===== config.mk =====
export PLATFORM = sky130hd
export DESIGN_NAME = vga_scan_out
export DESIGN_NICKNAME = d
export VERILOG_FILES = /design/src/rtl/vga_pkg.sv /design/src/rtl/vga_timing_gen.sv /design/src/rtl/vga_scan_out.sv
export SDC_FILE = /design/constraint.sdc
export NUM_CORES = 1
export LEC_CHECK = 0
export CORE_MARGIN = 4
export CORE_UTILIZATION = 30
export CTS_BUF_LIST = sky130_fd_sc_hd__clkbuf_8
export CTS_CLUSTER_DIAMETER = 150
export DETAILED_ROUTE_END_ITERATION = 12
export PLACE_DENSITY = 0.65
export SYNTH_ARGS = -nofsm -noshare
export SYNTH_HDL_FRONTEND = slang
export SYNTH_SLANG_ARGS = --single-unit

===== constraint.sdc =====
create_clock -name clk -period 2.4 [get_ports clk]
set_input_delay 0.72 -clock clk [delete_from_list [all_inputs] [get_ports clk]]
set_output_delay 0.72 -clock clk [all_outputs]
set_load 0.01 [all_outputs]

===== src/rtl/vga_pkg.sv =====
// vga_pkg: shared VGA timing constants, FSM encoding and pixel field layout
package vga_pkg;
    localparam int VGA_H_ACTIVE = 640;
    localparam int VGA_H_FP     = 16;
    localparam int VGA_H_SYNC   = 96;
    localparam int VGA_H_BP     = 48;
    localparam int VGA_V_ACTIVE = 480;
    localparam int VGA_V_FP     = 10;
    localparam int VGA_V_SYNC   = 2;
    localparam int VGA_V_BP     = 33;

    typedef enum logic [1:0] {IDLE, SYNC, RUN} state_t;

    typedef struct packed {
        logic [7:0] r;
        logic [7:0] g;
        logic [7:0] b;
    } pixel_t;

    function automatic logic [9:0] cnt_last(input int a, input int f, input int s, input int b);
        return 10'(a + f + s + b - 1);
    endfunction
endpackage


===== src/rtl/vga_timing_gen.sv =====
// vga_timing_gen: free-running h/v counters with sync and active-region decode
module vga_timing_gen
    import vga_pkg::*;
#(
    parameter int H_ACTIVE = VGA_H_ACTIVE,
    parameter int H_FP     = VGA_H_FP,
    parameter int H_SYNC   = VGA_H_SYNC,
    parameter int H_BP     = VGA_H_BP,
    parameter int V_ACTIVE = VGA_V_ACTIVE,
    parameter int V_FP     = VGA_V_FP,
    parameter int V_SYNC   = VGA_V_SYNC,
    parameter int V_BP     = VGA_V_BP
) (
    input  logic       clk,
    input  logic       rst,
    input  logic       run_en,
    output logic [9:0] hcnt,
    output logic [9:0] vcnt,
    output logic       active,
    output logic       hs_n,
    output logic       vs_n
);
    localparam logic [9:0] H_LAST = cnt_last(H_ACTIVE, H_FP, H_SYNC, H_BP);
    localparam logic [9:0] V_LAST = cnt_last(V_ACTIVE, V_FP, V_SYNC, V_BP);
    localparam logic [9:0] HA  = 10'(H_ACTIVE);
    localparam logic [9:0] VA  = 10'(V_ACTIVE);
    localparam logic [9:0] HS0 = 10'(H_ACTIVE + H_FP);
    localparam logic [9:0] HS1 = 10'(H_ACTIVE + H_FP + H_SYNC - 1);
    localparam logic [9:0] VS0 = 10'(V_ACTIVE + V_FP);
    localparam logic [9:0] VS1 = 10'(V_ACTIVE + V_FP + V_SYNC - 1);

    // raster counters: held at the origin whenever scan-out is not running
    always_ff @(posedge clk or posedge rst) begin
        if (rst) begin
            hcnt <= '0;
            vcnt <= '0;
        end else if (!run_en) begin
            hcnt <= '0;
            vcnt <= '0;
        end else begin
            hcnt <= (hcnt == H_LAST) ? '0 : hcnt + 10'd1;
            if (hcnt == H_LAST)
                vcnt <= (vcnt == V_LAST) ? '0 : vcnt + 10'd1;
        end
    end

    // position decode for the current count
    always_comb begin
        active = (hcnt < HA) && (vcnt < VA);
        hs_n   = !((hcnt >= HS0) && (hcnt <= HS1));
        vs_n   = !((vcnt >= VS0) && (vcnt <= VS1));
    end
endmodule


===== src/rtl/vga_scan_out.sv =====
// vga_scan_out: scan-out FSM pulling pixels from a show-ahead FIFO onto registered VGA outputs
module vga_scan_out
    import vga_pkg::*;
#(
    parameter int H_ACTIVE = VGA_H_ACTIVE,
    parameter int H_FP     = VGA_H_FP,
    parameter int H_SYNC   = VGA_H_SYNC,
    parameter int H_BP     = VGA_H_BP,
    parameter int V_ACTIVE = VGA_V_ACTIVE,
    parameter int V_FP     = VGA_V_FP,
    parameter int V_SYNC   = VGA_V_SYNC,
    parameter int V_BP     = VGA_V_BP
) (
    input  logic        clk,
    input  logic        rst,
    input  logic        enable,
    input  logic        clr_underflow,
    input  logic        fifo_empty,
    input  logic [23:0] fifo_data,
    output logic        fifo_rd,
    output logic        hsync,
    output logic        vsync,
    output logic        blank,
    output logic [7:0]  red,
    output logic [7:0]  green,
    output logic [7:0]  blue,
    output logic        frame_start,
    output logic        underflow
);
    localparam logic [9:0] H_LAST = cnt_last(H_ACTIVE, H_FP, H_SYNC, H_BP);
    localparam logic [9:0] V_LAST = cnt_last(V_ACTIVE, V_FP, V_SYNC, V_BP);

    state_t     state;
    logic [9:0] hcnt, vcnt;
    logic       active, hs_n, vs_n;
    logic       show, starved;
    pixel_t     px;

    assign px = pixel_t'(fifo_data);

    vga_timing_gen #(
        .H_ACTIVE(H_ACTIVE), .H_FP(H_FP), .H_SYNC(H_SYNC), .H_BP(H_BP),
        .V_ACTIVE(V_ACTIVE), .V_FP(V_FP), .V_SYNC(V_SYNC), .V_BP(V_BP)
    ) u_timing (
        .clk   (clk),
        .rst   (rst),
        .run_en(enable && state != IDLE),
        .hcnt  (hcnt),
        .vcnt  (vcnt),
        .active(active),
        .hs_n  (hs_n),
        .vs_n  (vs_n)
    );

    // pixel demand this cycle; a stop request suppresses the pop so no word is lost
    always_comb begin
        show    = enable && state == RUN && active;
        fifo_rd = show && !fifo_empty;
        starved = show && fifo_empty;
    end

    // FSM and registered video outputs, all delayed one cycle from the count
    always_ff @(posedge clk or posedge rst) begin
        if (rst) begin
            state       <= IDLE;
            hsync       <= 1'b1;
            vsync       <= 1'b1;
            blank       <= 1'b1;
            red         <= '0;
            green       <= '0;
            blue        <= '0;
            frame_start <= 1'b0;
            underflow   <= 1'b0;
        end else begin
            underflow <= starved || (underflow && !clr_underflow);
            if (!enable || state == IDLE) begin
                state       <= enable ? SYNC : IDLE;
                hsync       <= 1'b1;
                vsync       <= 1'b1;
                blank       <= 1'b1;
                red         <= '0;
                green       <= '0;
                blue        <= '0;
                frame_start <= 1'b0;
            end else begin
                hsync       <= hs_n;
                vsync       <= vs_n;
                blank       <= !active;
                red         <= fifo_rd ? px.r : '0;
                green       <= fifo_rd ? px.g : '0;
                blue        <= fifo_rd ? px.b : '0;
                frame_start <= state == RUN && hcnt == '0 && vcnt == '0;
                if (state == SYNC && hcnt == H_LAST && vcnt == V_LAST && !fifo_empty)
                    state <= RUN;
            end
        end
    end
endmodule


==> results.md <==
- Post-Syn Area: 2170 um^2
- 1st-pass router iterations: 4
- Initial drt markers: 87
- Die width: 93.0 um
- Part of the power in registers: 59.7%
- Initial antenna violation count: 0
- Final hold violation count: 0
- Psw: 322 uW
- Yosys warning count: 0
- Gate power share: 6.7%
- Largest family of logic cells by synthesized area: simple AND/OR/NAND/NOR gates
- Mux share of post-synthesis cell area: 0%
- CTS root buffer: clkbuf_8
- WP buf/inv: 2
- Vias/cell: 4.64
- CTS buffer count: 5
- CP Class: primary input to output pin
- Worst hold slack: 0.551 ns
- Max Cap Viol: 0
- F_max: 432 MHz
- Synth Area per Inst: 10.7 um^2
- Slew HR: 53.8%
- Unique masters post-synth: 33
- Clock Sinks: 51
- Lkg Pwr: 0.00132 uW
- Synth Area in XOR/XNOR: 2.83%
- Critical hold path startpoint: state[0]
- Reg2reg start: u_timing.hcnt[1]
- Worst path max stage delay: 0.23 ns
- Cells after DPL: 366
- Tot Pwr: 1450 uW
- Non-Filler Instances: 376
- Core Footprint: 6910 um^2
- Crit path max-delay cell type: dlygate4sd2_1
- Area growth from synthesis to layout: 42.2%
- CTS max path bufs: 2
- Design area: 3080 um^2
- Final wirelength: 4800 um
- Int Power: 1130 uW
- Die Y-Extent: 93.0 um
- Worst setup path start: enable
- Clk Latency, worst-skew pair: 0.30 ns
- Cell-by-cell trace of the critical path: dlygate4sd2_1 -> nor2b_4 -> nand4_1 -> nor2_2 -> buf_2
- Initial Util: 31.4%
- HP Class: register to register
- Synthesized-area fraction occupied by adder cells: 2.89%
- Finish-stage setup viols: 0
- Ports: 59
- Status: completed
- Compound-cell area share of the yosys netlist: 8.84%
- Top delay family on crit path: simple AND/OR/NAND/NOR gates
- RSZ-0062 raised after global routing: false
- Post-DP Area: 2970 um^2
- PwrDens: 470 nW/um^2
- Post-synth top area cell: dfrtp_1
- Largest net degree at the start of global routing: 25
- Peak VDD IR: 0.294 mV
- Final #Nets: 313
- Vias after detailed routing: 1743
- Arr. time, crit path: 1.59 ns
- Ant. Diodes: 0
- Seq/Total Area, Yosys: 59.1%
- Die area: 8640 um^2
- Post-Route Utilization: 44.6%
- CTS tree: built
- GPL Wtd Cong: 0.808
- Vias in the first global route: 1681
- Final HPWL from detailed placement: 3730 um
- Syn Nets: 236
- Clock H-tree levels: 2
- CP Capture Type: output pin
- Total global-route track usage: 11.4%
- Mapped Cells: 202
- PortBufs: 58
- FP Rows: 30
- Share of Yosys cell area claimed by the top area cell type: 55.5%
- Commonest non-fill, non-tap cell in the layout: clkdlybuf4s50_1
- Most frequent cells in the layout: 56 x clkdlybuf4s50_1, 48 x dfrtp_1, 26 x and2_1
- Final ANT Viol Nets: 0
- Drt wl/cell: 12.8 um
- Period utilization: 96.4%
- First-pass GRT wire length: 7680 um
- #FFs+latches synth: 51
- Clock slew at reported path FFs: 0.09 ns
- Critical Path RT: 1.68 ns
- Fraction of layout cells with a size suffix above 1: 11.4%
- Synth Area in Simple Gates: 23.3%
- DRC errors left: 0
- Clock power share: 33.6%
- Total grt overflow: 0
- Crit-path max FO: 2
- Switching Share: 22.3%
- Clock Skews: 0.00285 ns
- Max Slew Vio Count: 0
- Measured slew at the worst slew-check pin: 0.686 ns
- Hold_buf cts: 0
- Startpoint types: primary input
- Final min period: 2.31 ns
- Synth area leaders: dfrtp_1 55%, and2_1 7.5%, dfstp_2 3.6%, ha_1 2.9%, a21oi_1 2.8%
[per-layer routing]
metal	up-vias	GRT usage [%]	wire [um]
li1	847	-	-
met1	832	14.0	2010
met2	56	18.2	2330
met3	8	3.74	386
met4	0	4.76	77
met5	-	0	0
[worst min-delay path, cell delays in order, from the launching register on]
cell,delay (ns)
dfrtp_1,0.35
nor2b_1,0.07
nand2_1,0.06
nor4_1,0.05
[cell usage after synthesis]
master	instances
buf_2	1
a21oi_1	12
o21ai_1	1
nor2b_1	3
a211oi_1	1
clkbuf_1	4
nand4_1	6
xnor2_1	5
o21a_1	2
ha_1	5
and2_1	26
nand2_1	12
o211ai_1	1
o22ai_1	1
nor4_1	5
nand3_1	9
o21ai_0	8
or2_1	1
xor2_1	2
o31ai_1	3
o41a_1	1
nand4_2	1
nor2_1	13
dfstp_2	3
a21o_1	1
or3_1	5
o2111ai_1	1
or4_1	4
dfrtp_1	48
nor3_1	2
inv_1	12
or4b_1	2
and3_1	1
[worst paths after layout]
kind,slack (ns),endpoint,cells past startpoint
min reg2reg,0.55,frame_start,3
max,0.09,fifo_rd,5
max in group asynchronous,1.16,blue[3],3
min in group asynchronous,0.73,red[2],2
max reg2reg,0.19,u_timing.vcnt[6],5
min,0.55,frame_start,3
[registers in the layout, indices dropped and copies added (netlist names)]
register	cells
blue	8
hsync	1
underflow	1
vsync	1
blank	1
state	2
frame_start	1
u_timing.vcnt	10
red	8
u_timing.hcnt	10
green	8
[cell type report]
class | count | area [um^2]
multi-input cells | 134 | 831
fillers | 667 | 3830
repair buffers | 75 | 714
clock buffers | 5 | 68.8
well taps | 96 | 120
inverters | 12 | 45.0
flip-flops and latches | 51 | 1280
clock inverters | 3 | 20.0
[what timing repair did]
| item | CTS | global route |
|---|---|---|
| endpoints found under the setup margin | 1 | 0 |
| gates resized for setup | 8 | 0 |
| setup buffers | 2 | 0 |
[logic make-up after synthesis]
family	count (synthesis)
xor+xnor	7
flops	51
compound gates	32
fa+ha+maj	5
buf+inv	17
simple gates	90
[power groups by stage]
stage          Clock (uW)  Sequential, uW  Combinational (uW)
6_report              486             865                97.3
5_1_grt               539             865                 107
4_1_cts               506             865                99.7
3_5_place_dp            0             882                98.8
3_3_place_gp            0             881                97.2
2_1_floorplan           0             883                27.6
[per-stage QoR]
step                setup TNS (ns)  setup slack, ns
finish                           0           0.0855
global route                     0           0.0193
CTS                              0           0.0964
detailed placement          -0.622           -0.615
global placement            -0.561           -0.561
floorplan                        0            0.214
Power figures use the tool's default switching activity.
